===== src/rtl/unary_pkg.sv =====
// Shared defaults and FSM state type for the unary rate generator.
// Imported by the counter and the top level.
package unary_pkg;
  localparam int DATA_WIDTH_DEF = 8;
  localparam int CNT_WIDTH_DEF  = DATA_WIDTH_DEF - 1;

  typedef enum logic {
    IDLE = 1'b0,
    RUN  = 1'b1
  } state_e;
endpackage


===== src/rtl/bitrev_cnt.sv =====
// Stream position counter with clear/load-zero/enable.
// o_rev is the bit-reversal of the value the counter takes next.
module bitrev_cnt
  import unary_pkg::*;
#(
  parameter int W = CNT_WIDTH_DEF
) (
  input  logic         clk,
  input  logic         rst_n,
  input  logic         en,
  input  logic         clr,
  input  logic         ld0,
  output logic [W-1:0] o_cnt,
  output logic [W-1:0] o_rev
);

  logic [W-1:0] cnt_q;
  logic [W-1:0] cnt_d;

  always_comb begin
    cnt_d = cnt_q;
    if (clr || ld0) begin
      cnt_d = '0;
    end else if (en) begin
      cnt_d = cnt_q + W'(1);
    end
  end

  always_comb begin
    o_rev = '0;
    for (int b = 0; b < W; b++) begin
      o_rev[b] = cnt_d[W-1-b];
    end
  end

  always_ff @(posedge clk or negedge rst_n) begin
    if (!rst_n) begin
      cnt_q <= '0;
    end else begin
      cnt_q <= cnt_d;
    end
  end

  assign o_cnt = cnt_q;

endmodule


===== src/rtl/unary_rate_gen.sv =====
// Signed operand to rate-coded unary bitstream generator.
// Streams 2^CNT_WIDTH bits whose one-count equals the saturated magnitude.
module unary_rate_gen
  import unary_pkg::*;
#(
  parameter int DATA_WIDTH = DATA_WIDTH_DEF,
  parameter int CNT_WIDTH  = DATA_WIDTH - 1
) (
  input  logic                  clk,
  input  logic                  rst_n,
  input  logic                  en,
  input  logic                  clr,
  input  logic                  i_valid,
  input  logic [DATA_WIDTH-1:0] i_data,
  output logic                  o_ready,
  output logic                  o_data_sign,
  output logic                  o_data_dff,
  output logic                  o_busy,
  output logic                  o_last
);

  localparam logic [CNT_WIDTH-1:0] CNT_MAX = '1;
  localparam int AW =
    (DATA_WIDTH > CNT_WIDTH) ? DATA_WIDTH : CNT_WIDTH;

  state_e state_q, state_d;
  logic sign_q, sign_d;
  logic [CNT_WIDTH-1:0] mag_q, mag_d;
  logic dff_q, dff_d;
  logic osign_q, osign_d;
  logic busy_q, busy_d;
  logic last_q, last_d;
  logic alive_q;

  logic [CNT_WIDTH-1:0] cnt;
  logic [CNT_WIDTH-1:0] rev_d;
  logic cnt_en, cnt_clr, cnt_ld0;

  logic at_end, ready, accept, adv, fin, neg;
  logic [DATA_WIDTH-1:0] abs_v;
  logic [AW-1:0] abs_w;
  logic [CNT_WIDTH-1:0] sat;

  bitrev_cnt #(.W(CNT_WIDTH)) u_cnt (
    .clk   (clk),
    .rst_n (rst_n),
    .en    (cnt_en),
    .clr   (cnt_clr),
    .ld0   (cnt_ld0),
    .o_cnt (cnt),
    .o_rev (rev_d)
  );

  assign at_end = (cnt == CNT_MAX);
  assign ready  = alive_q & ~clr &
                  ((state_q == IDLE) | (at_end & en));
  assign accept = i_valid & ready;
  assign adv = (state_q == RUN) & en & ~clr & ~at_end;
  assign fin = (state_q == RUN) & en & ~clr & at_end & ~accept;

  // |x| fits DATA_WIDTH unsigned even for the most negative value
  assign neg   = i_data[DATA_WIDTH-1];
  assign abs_v = neg ? (~i_data + DATA_WIDTH'(1)) : i_data;
  assign abs_w = AW'(abs_v);
  assign sat   = (abs_w > AW'(CNT_MAX)) ?
                 CNT_MAX : abs_w[CNT_WIDTH-1:0];

  always_comb begin
    state_d = state_q;
    sign_d  = sign_q;
    mag_d   = mag_q;
    dff_d   = dff_q;
    osign_d = osign_q;
    busy_d  = busy_q;
    last_d  = last_q;
    cnt_en  = 1'b0;
    cnt_clr = 1'b0;
    cnt_ld0 = 1'b0;
    unique case (1'b1)
      clr: begin
        state_d = IDLE;
        cnt_clr = 1'b1;
        osign_d = 1'b0;
        dff_d   = 1'b0;
        busy_d  = 1'b0;
        last_d  = 1'b0;
      end
      accept: begin
        state_d = RUN;
        sign_d  = neg;
        mag_d   = sat;
        cnt_ld0 = 1'b1;
        osign_d = neg;
        busy_d  = 1'b1;
        dff_d   = sat > rev_d;
        last_d  = 1'b0;
      end
      fin: begin
        state_d = IDLE;
        cnt_clr = 1'b1;
        osign_d = 1'b0;
        dff_d   = 1'b0;
        busy_d  = 1'b0;
        last_d  = 1'b0;
      end
      adv: begin
        cnt_en = 1'b1;
        dff_d  = mag_q > rev_d;
        last_d = (cnt == (CNT_MAX - CNT_WIDTH'(1)));
      end
      default: ;
    endcase
  end

  always_ff @(posedge clk or negedge rst_n) begin
    if (!rst_n) begin
      state_q <= IDLE;
      sign_q  <= 1'b0;
      mag_q   <= '0;
      dff_q   <= 1'b0;
      osign_q <= 1'b0;
      busy_q  <= 1'b0;
      last_q  <= 1'b0;
      alive_q <= 1'b0;
    end else begin
      state_q <= state_d;
      sign_q  <= sign_d;
      mag_q   <= mag_d;
      dff_q   <= dff_d;
      osign_q <= osign_d;
      busy_q  <= busy_d;
      last_q  <= last_d;
      alive_q <= 1'b1;
    end
  end

  assign o_ready     = ready;
  assign o_data_sign = osign_q;
  assign o_data_dff  = dff_q;
  assign o_busy      = busy_q;
  assign o_last      = last_q;

endmodule


===== config.mk =====
export PLATFORM = sky130hd
export DESIGN_NAME = unary_rate_gen
export DESIGN_NICKNAME = d
export VERILOG_FILES = /design/src/rtl/unary_pkg.sv /design/src/rtl/bitrev_cnt.sv /design/src/rtl/unary_rate_gen.sv
export SDC_FILE = /design/constraint.sdc
export NUM_CORES = 1
export LEC_CHECK = 0
export ABC_CLOCK_PERIOD_IN_PS = 4500
export BUFFER_PORTS_ARGS = -buffer_cell sky130_fd_sc_hd__buf_2
export CAP_MARGIN = 20
export CORE_MARGIN = 8
export CORE_UTILIZATION = 34
export DETAILED_ROUTE_END_ITERATION = 10
export PLACE_DENSITY = 0.56
export SLEW_MARGIN = 5
export SYNTH_ARGS = -nofsm -noshare
export SYNTH_HDL_FRONTEND = slang
export SYNTH_SLANG_ARGS = --single-unit

===== constraint.sdc =====
create_clock -name clk -period 4.5 [get_ports clk]
set_clock_uncertainty 0.15 [all_clocks]
set_input_delay 0.45 -clock clk [delete_from_list [all_inputs] [get_ports clk]]
set_output_delay 0.45 -clock clk [all_outputs]
set_load 0.01 [all_outputs]

==> impl_metrics.yaml, run 1 <==
status:
  outcome: "finished clean"
setup_path:
  worstPathArrival_ns: 3.38
  reg2reg_depth: 11
  start_kind: "flop"
  end_kind: "flop"
  rr_endpoint: "o_data_dff"
  r2r_start: "u_cnt.o_cnt[0]"
  ff2ff_setup_slack_ns: 1.12
  worstSetupPathType: "flop to flop"
  critical_path.max_fanout: 11
  cp.required_ns: 4.50
route:
  routedWlPerCell_um: 14.8
  dr.pass1.iters: 4
  drc: 0
  wl_um: 3310
  num_vias: 1175
  ant_nets: 0
  drt_first_iter_violations: 44
  vias_per_cell: 5.25
run:
  cap_violations: 0
timing:
  slew_headroom_pct: 44.3
  tightest_slew_ns: 0.832
  setup_viol: 0
  rsz0062_at_grt: "no"
  setup_tns_ns: 0
  slew_violations: 0
  fmax_ghz: 0.296
  fin_crit_sh_pct: 75.2
  hold_viol_final: 0
  fin_crit_ns: 3.38
  whs_ns: 0.338
clock_tree:
  cts_buffers: 3
  tritoncts: "done"
  clock_latency_ns: 0.27
  clk_path_buf_depth: 2
  cts.sinks: 19
  cts_resized: 0
  clkTransAtPathRegs_ns: 0.08
  cts_root_buf: "clkbuf_8"
  h-tree-depth: 1
logic_synthesis:
  synth_area_leaders: "dfrtp_1 (34%), ha_1 (15%), nand2_1 (5.0%)"
  synth_top_cell_area_share_pct: 33.5
  synthTopCellsByCount: "dfrtp_1 (19), nand2_1 (19), ha_1 (17), nor2_1 (15)"
  syn_avg_cell_area_sq_um: 9.03
  synth_seq_cells: 19
  syn_nets: 187
  synth_ff_type: "dfrtp_1"
  synth_edf_count: 0
  synth_warnings: 0
  ys_seq_area_share_pct: 33.5
  postSynthCellCount: 157
  async_reset_ff_share_pct: 100
  synth_area_sq_mm: 0.00142
  yosys.area.top_type: "dfrtp_1"
  synth_cell_type_count: 40
pwr:
  irDropWorstVdd_v: 0.0000948
  pwr-share-seq_pct: 45.9
  leakagePower_nw: 0.667
  swShare_pct: 31.2
  p_clk_share_pct: 28.5
  p_sw_mw: 0.136
  combPwrFrac_pct: 25.6
  intPower_mw: 0.300
  power_density_mw_per_mm2: 274
hold_path:
  min_path_cells: 2
  hold_path.startpoint: "mag_q[0]"
  whs_endpoint: "mag_q[0]"
  hp-class: "flop to flop"
final_layout:
  fin_util_pct: 39.8
  drive_gt1_share_pct: 16.7
  n_antenna_cell: 0
  final_nets: 205
  multi_input_area_sq_um: 891
  area_growth_pct: 12.4
  final_area_sq_mm: 0.00159
  fillCellCount: 413
  seqCellArea_sq_um: 475
place:
  place_congestion: 0.965
  portBuffers: 17
  placed_area_sq_mm: 0.00154
  hpwlAfterDp_um: 2700
grt:
  grt_max_degree: 20
  grt_pass1_wl_um: 5830
  antenna_found_initial: 0
  gr-total-overflow: 0
  grt_pass1_vias: 1217
  grt_use_total_pct: 11.4
die:
  die_h_um: 80.6
  initial_core_util_pct: 35.4
  core_area_sq_mm: 0.00400
  fp.dieArea_sq_mm: 0.00649
  io-pin-count: 18
  die_w_um: 80.6
  core.rowCount: 23
-- metrics by stage --
step,cells,power (mW),setup slack (ns)
2_1_floorplan,157,0.278,1.51
3_3_place_gp,219,0.311,1.12
3_5_place_dp,219,0.316,1.10
4_1_cts,224,0.439,1.08
5_1_grt,224,0.465,0.861
6_report,224,0.436,1.12
-- logic make-up after synthesis --
group                    share of synthesized area, %
AO/OA/AOI/OAI                                    14.6
AND/OR/NAND/NOR                                  25.9
other                                           0.265
adder cells (fa/ha/maj)                          15.0
multiplexers                                     1.59
XOR/XNOR                                         5.56
flip-flops                                       33.5
buffers and inverters                            3.62
-- state kept, by name (all words and copies together), names as in the netlist --
register and cells:
o_data_sign 1, o_busy 1, o_data_dff 1, u_cnt.o_cnt 7, o_last 1, mag_q 7
alive_q 1
-- worst max-delay path, cell delays in order, from the launching register on --
cell,delay [ns]
dfrtp_1,0.43
ha_1,0.25
and3_4,0.21
a41oi_1,0.49
nand2_2,0.24
or2_1,0.34
ha_1,0.32
and3b_1,0.18
a211oi_1,0.24
o22ai_1,0.13
o221ai_1,0.18
a31oi_1,0.10
-- placed cells by master, fill, tap and decap left out, types with 2 or more instances in the layout --
master,instances
a211oi_1,4
a21oi_1,3
a31oi_1,6
and3_4,2
buf_2,17
clkbuf_8,3
dfrtp_1,19
ha_1,17
inv_1,6
mux2_2,2
nand2_1,19
nand3_1,7
nand3b_1,3
nand4_1,4
nor2_1,15
nor2b_1,2
nor3_1,3
nor3_2,2
o21ai_0,5
o221ai_1,2
o22ai_1,2
or2_1,5
xnor2_1,7
xor2_1,2
-- worst max-delay path by stage --
stage / from / endpoint / slack (ns) / cells past startpoint
after floorplan: u_cnt.o_cnt[0] / o_data_dff / 1.51 / 14
after global placement: u_cnt.o_cnt[0] / o_data_dff / 1.12 / 11
after detailed placement: u_cnt.o_cnt[0] / o_data_dff / 1.10 / 11
after CTS: u_cnt.o_cnt[0] / o_data_dff / 1.08 / 11
after global routing: u_cnt.o_cnt[0] / o_data_dff / 0.86 / 11
final: u_cnt.o_cnt[0] / o_data_dff / 1.12 / 11
-- power by group through the flow --
stage,sequential [mW],clock [mW],combinational (mW)
2_1_floorplan,0.202,0,0.0763
4_1_cts,0.201,0.125,0.114
6_report,0.200,0.124,0.112
3_3_place_gp,0.204,0,0.107
5_1_grt,0.202,0.133,0.129
3_5_place_dp,0.204,0,0.112
-- per-layer routing --
metal	vias to the layer above	GRT usage, %	routed length, um
met1	556	14.7	1570
li1	596	-	-
met3	5	1.90	97
met4	0	4.91	66
met2	18	18.1	1570
met5	-	0	0
-- area by class of cell --
type	count	area share [%]
well taps	50	3.93
multi-input cells	127	55.9
clock buffers	3	2.59
flip-flops and latches	19	29.9
inverters	6	1.41
clock inverters	1	0.314
repair buffers	18	5.97
-- timing repair --
| item | in CTS | in global routing |
|---|---|---|
| buffers inserted | 0 | 0 |
| hold buffers | 1 | 0 |
| hold endpoints to repair | 19 | 0 |
Power figures use the tool's default switching activity.
==> inputs of run 2 (changes only) <==
--- a/config.mk
+++ b/config.mk
@@ -5,7 +5,7 @@
 export SDC_FILE = /design/constraint.sdc
 export NUM_CORES = 1
 export LEC_CHECK = 0
-export ABC_CLOCK_PERIOD_IN_PS = 4500
+export ABC_CLOCK_PERIOD_IN_PS = 3400
 export BUFFER_PORTS_ARGS = -buffer_cell sky130_fd_sc_hd__buf_2
 export CAP_MARGIN = 20
 export CORE_MARGIN = 8
==> constraint.sdc (replaced) <==
create_clock -name clk -period 3.4 [get_ports clk]
set_clock_uncertainty 0.15 [all_clocks]
set_input_delay 0.34 -clock clk [delete_from_list [all_inputs] [get_ports clk]]
set_output_delay 0.34 -clock clk [all_outputs]
set_load 0.01 [all_outputs]
==> impl_metrics.yaml, run 2 (same netlist as run 1, synthesis figures left out) <==
setup_path:
  start_kind: "flop"
  cp.required_ns: 3.38
  crit_path_max_incr_delay_ns: 0.43
  cp_slowest_cell: "dfrtp_1"
  worstSetupPathType: "flop to flop"
  r2r_start: "u_cnt.o_cnt[0]"
  worstPathArrival_ns: 3.11
  critical_path.max_fanout: 6
  end_kind: "flop"
  critPathLaunch: "u_cnt.o_cnt[0]"
  cp_common_cell: "ha_1"
  crit_chain: "ha_1, and3_4, a211o_1, nor3_2, xnor2_1, or2_1, ha_1, and3b_1, a211oi_2, o22ai_1, o221ai_1, a31oi_1"
timing:
  fin_crit_sh_pct: 92.0
  rsz0062_at_grt: "no"
  postLayoutSetupSlackWorst_ns: 0.271
  slew_violations: 0
  tightest_slew_ns: 0.559
  setup_viol: 0
  setup_tns_ns: 0
  fmax_ghz: 0.320
  hold_viol_final: 0
  fin_crit_ns: 3.13
  slew_headroom_pct: 62.5
die:
  core.rowCount: 23
  die_w_um: 80.6
  fp.dieArea_sq_mm: 0.00649
  initial_core_util_pct: 35.4
  io-pin-count: 18
  die_h_um: 80.6
  core_area_sq_mm: 0.00400
grt:
  antenna_found_initial: 0
  grt_max_degree: 20
  grt_pass1_vias: 1264
  grt_pass1_wl_um: 5660
  grt_use_total_pct: 10.9
  gr-total-overflow: 0
route:
  dr.pass1.iters: 6
  num_vias: 1179
  wl_um: 3310
  drc: 0
  vias_per_cell: 5.15
  routedWlPerCell_um: 14.5
  ant_nets: 0
  drt_first_iter_violations: 52
final_layout:
  final_nets: 210
  area_growth_pct: 15.4
  n_antenna_cell: 0
  fin_util_pct: 40.9
  seqCellArea_sq_um: 475
  fillCellCount: 403
  drive_gt1_share_pct: 19.6
  layout_common_cells: "nand2_1 (19), dfrtp_1 (19), ha_1 (17), buf_2 (17), nor2_1 (15)"
  multi_input_area_sq_um: 896
place:
  dp_slack_ns: 0.263
  hpwlAfterDp_um: 2740
  portBuffers: 17
  place_congestion: 0.857
clock_tree:
  tritoncts: "done"
  cts_buffers: 3
  clk_path_buf_depth: 2
  h-tree-depth: 1
  cts.sinks: 19
  clock_latency_ns: 0.25
  clkTransAtPathRegs_ns: 0.07
  post_cts_buffers: 0
  cts_root_buf: "clkbuf_8"
hold_path:
  hold_path.startpoint: "i_data[7]"
  hp-class: "input port to flop"
pwr:
  fin_total_pwr_mw: 0.571
  irDropWorstVdd_v: 0.000102
  power_density_mw_per_mm2: 349
  leakagePower_nw: 0.692
run:
  cap_violations: 0
status:
  outcome: "finished clean"
-- run 2: cell types whose count changed in the layout (fill, tap and decap cells not counted), sizes merged --
cell  delta
buf      +5
-- run 2: metrics by stage --
step	std cells	instance area, sq um	hold WS (ns)
after floorplan	157	1420	-0.106
after global placement	224	1570	0.154
after detailed placement	224	1570	0.159
after CTS	229	1630	0.252
final	229	1640	0.249
after global routing	229	1640	0.274
-- run 2: routing by layer --
| layer | vias up | wire length (um) | track usage, % |
|---|---|---|---|
| met2 | 21 | 1610 | 18.0 |
| li1 | 605 | - | - |
| met5 | - | 0 | 0 |
| met3 | 4 | 109 | 1.67 |
| met4 | 0 | 55 | 4.55 |
| met1 | 549 | 1540 | 13.8 |
-- run 2: layout make-up --
class / instances / area share, %
multi-input cells: 127 / 54.8
repair buffers: 23 / 8.11
clock inverters: 1 / 0.306
flip-flops and latches: 19 / 29.1
inverters: 6 / 1.38
clock buffers: 3 / 2.52
well taps: 50 / 3.83
-- run 2: repair_timing --
action                                  in CTS  in global routing
endpoints found under the hold margin       19                  0
endpoints found under the setup margin       0                  1
gates resized for setup                      0                  1
hold buffers                                 1                  0
-- run 2: worst paths after layout --
check | to | slack (ns) | cells past startpoint
worst max-delay path | o_data_dff | 0.27 | 12
worst min-delay path | o_data_sign | 0.25 | 3
worst max register to register | o_data_dff | 0.27 | 12
worst min register to register | mag_q[0] | 0.34 | 2
max in group asynchronous | u_cnt.o_cnt[5] | 2.39 | 2
min in group asynchronous | u_cnt.o_cnt[1] | 0.41 | 2
-- run 2: worst max-delay path, delay by kind of cell, from the launching register on --
kind / cells / cell delay, ns
AO/OA/AOI/OAI: 5 / 0.92
AND/OR/NAND/NOR: 4 / 0.87
flip-flops: 1 / 0.43
adder cells (fa/ha/maj): 2 / 0.55
XOR/XNOR: 1 / 0.10
-- run 2: power breakdown --
part	switching (mW)	internal, mW
sequential	0.0152	0.250
clock	0.0742	0.0813
combinational	0.0827	0.0676
total	0.172	0.399
==> inputs of run 3 (changes only) <==
--- a/config.mk
+++ b/config.mk
@@ -5,13 +5,14 @@
 export SDC_FILE = /design/constraint.sdc
 export NUM_CORES = 1
 export LEC_CHECK = 0
+export ABC_AREA = 1
 export ABC_CLOCK_PERIOD_IN_PS = 3400
 export BUFFER_PORTS_ARGS = -buffer_cell sky130_fd_sc_hd__buf_2
 export CAP_MARGIN = 20
 export CORE_MARGIN = 8
 export CORE_UTILIZATION = 34
 export DETAILED_ROUTE_END_ITERATION = 10
-export PLACE_DENSITY = 0.56
+export PLACE_DENSITY = 0.55
 export SLEW_MARGIN = 5
 export SYNTH_ARGS = -nofsm -noshare
 export SYNTH_HDL_FRONTEND = slang
==> impl_metrics.yaml, run 3 <==
setup_path:
  r2r_start: "u_cnt.o_cnt[0]"
  worstPathArrival_ns: 2.77
  critPathLaunch: "u_cnt.o_cnt[0]"
  worstSetupEndpoint: "o_data_dff"
  end_kind: "flop"
  ff2ff_setup_slack_ns: 0.63
  critical_path.max_fanout: 13
  worstSetupPathType: "flop to flop"
  reg2reg_depth: 19
  start_kind: "flop"
  rr_endpoint: "o_data_dff"
  cp.required_ns: 3.41
grt:
  grt_pass1_vias: 1276
  grt_use_total_pct: 10.4
  gr-total-overflow: 0
  grt_max_degree: 20
  antenna_found_initial: 0
  grt_pass1_wl_um: 5510
timing:
  whs_ns: 0.229
  rsz0062_at_grt: "no"
  fin_crit_sh_pct: 81.4
  slew_violations: 0
  postLayoutSetupSlackWorst_ns: 0.634
  hold_viol_final: 0
  setup_viol: 0
  setup_tns_ns: 0
  fmax_ghz: 0.362
  fin_crit_ns: 2.77
clock_tree:
  clkTransAtPathRegs_ns: 0.08
  clk_path_buf_depth: 2
  h-tree-depth: 1
  cts_buffers: 3
  post_cts_buffers: 0
  tritoncts: "done"
  clock_latency_ns: 0.26
  cts.sinks: 19
  cts_root_buf: "clkbuf_8"
logic_synthesis:
  synth_cell_type_count: 28
  synth_top_cell_area_share_pct: 32.2
  synth_area_sq_mm: 0.00148
  synth_ff_type: "dfrtp_1"
  postSynthCellCount: 197
  synth_seq_cells: 19
  yosys.area.top_type: "dfrtp_1"
  synth_area_leaders: "dfrtp_1 (32%), nand2_1 (16%), ha_1 (14%)"
  ys_seq_area_share_pct: 32.2
  yosysMostFrequentCell: "nand2_1"
  synthTopCellsByCount: "nand2_1 (61), inv_1 (22), dfrtp_1 (19), ha_1 (17), nor2_1 (16)"
  synth_warnings: 0
  synth_edf_count: 0
  syn_nets: 227
  async_reset_ff_share_pct: 100
  syn_avg_cell_area_sq_um: 7.49
route:
  wl_um: 3050
  routedWlPerCell_um: 11.3
  drc: 0
  num_vias: 1255
  vias_per_cell: 4.65
  dr.pass1.iters: 4
  drt_first_iter_violations: 47
  ant_nets: 0
final_layout:
  drive_gt1_share_pct: 19.7
  seqCellArea_sq_um: 475
  n_antenna_cell: 0
  fin_util_pct: 39.3
  final_area_sq_mm: 0.00168
  fillCellCount: 456
  final_nets: 249
  instances_no_fill: 270
  area_growth_pct: 13.7
  mostFrequentLayoutCell: "nand2_1"
  multi_input_area_sq_um: 883
  layout_common_cells: "nand2_1 (61), inv_1 (22), dfrtp_1 (19), ha_1 (17), buf_2 (17)"
die:
  die_h_um: 81.9
  fp.dieArea_sq_mm: 0.00670
  core_area_sq_mm: 0.00426
  io-pin-count: 18
  initial_core_util_pct: 34.6
  core.rowCount: 24
  die_w_um: 81.9
place:
  portBuffers: 17
  placed_area_sq_mm: 0.00162
  place_congestion: 0.763
  dp_cells: 265
  dp_slack_ns: 0.587
  hpwlAfterDp_um: 2590
hold_path:
  min_path_cells: 4
  hp-class: "input port to flop"
pwr:
  power_density_mw_per_mm2: 340
  fin_total_pwr_mw: 0.570
  irDropWorstVdd_v: 0.000115
  leakagePower_nw: 0.841
run:
  cap_violations: 0
status:
  outcome: "finished clean"
## run 3: cell count changes after synthesis, sizes merged, moves of 4 or more
cell,previous run,this run
o21ai,5,9
nor2,15,21
xnor2,7,1
a21oi,3,11
xor2,2,6
nand2,20,65
a211oi,4,0
a31oi,7,0
inv,6,28
or2,5,0
## run 3: critical path, cell delays in order (launching register included)
cell,delay (ns)
dfrtp_1,0.42
ha_1,0.20
inv_1,0.13
nor2_4,0.07
nand3_2,0.06
nand2_2,0.07
nand3_4,0.15
nand3_4,0.16
nor2_1,0.19
inv_1,0.09
ha_1,0.30
nand2_1,0.06
nor2_1,0.16
nand4_1,0.11
nand2_1,0.07
nor2_1,0.05
nand3_1,0.09
nand2_1,0.05
nand2_1,0.05
nand2_1,0.04
## run 3: per-layer routing
layer	routed length [um]	GRT usage, %	vias up
li1	-	-	667
met1	1520	13.2	561
met2	1370	17.0	25
met3	129	1.64	2
met4	32	4.21	0
met5	0	0	-
## run 3: area by class of cell
cell class | count | share of cell area [%]
multi-input cells | 148 | 52.7
flip-flops and latches | 19 | 28.4
inverters | 29 | 6.64
repair buffers | 18 | 5.67
well taps | 52 | 3.88
clock buffers | 3 | 2.46
clock inverters | 1 | 0.299
## run 3: logic make-up after synthesis
group,after synthesis,synth area share (%)
and+or+nand+nor,102,33.0
buffers and inverters,30,7.89
AOI/OAI and AO/OA,21,8.06
DFF,19,32.2
adders and majority gates,17,14.4
xor gates and xnor gates,7,4.16
other,1,0.254
## run 3: timing repair
action                                  in CTS  in global routing
hold endpoints to repair                    19                  0
gates resized for setup                      0                  0
endpoints found under the setup margin       0                  0
hold buffers                                 1                  0
## run 3: worst min-delay path by stage
stage	startpoint	end
2_1_floorplan	rst_n	alive_q
3_3_place_gp	rst_n	o_last
3_5_place_dp	rst_n	o_last
4_1_cts	i_data[6]	mag_q[6]
5_1_grt	i_data[6]	mag_q[6]
6_report	i_data[6]	mag_q[6]
## run 3: power breakdown
| group | leakage, nW | total, mW | internal, mW | switching [mW] |
|---|---|---|---|---|
| combinational | 0.565 | 0.149 | 0.0616 | 0.0871 |
| clock | 0.0255 | 0.159 | 0.0815 | 0.0779 |
| sequential | 0.251 | 0.262 | 0.248 | 0.0142 |
| total | 0.841 | 0.570 | 0.391 | 0.179 |
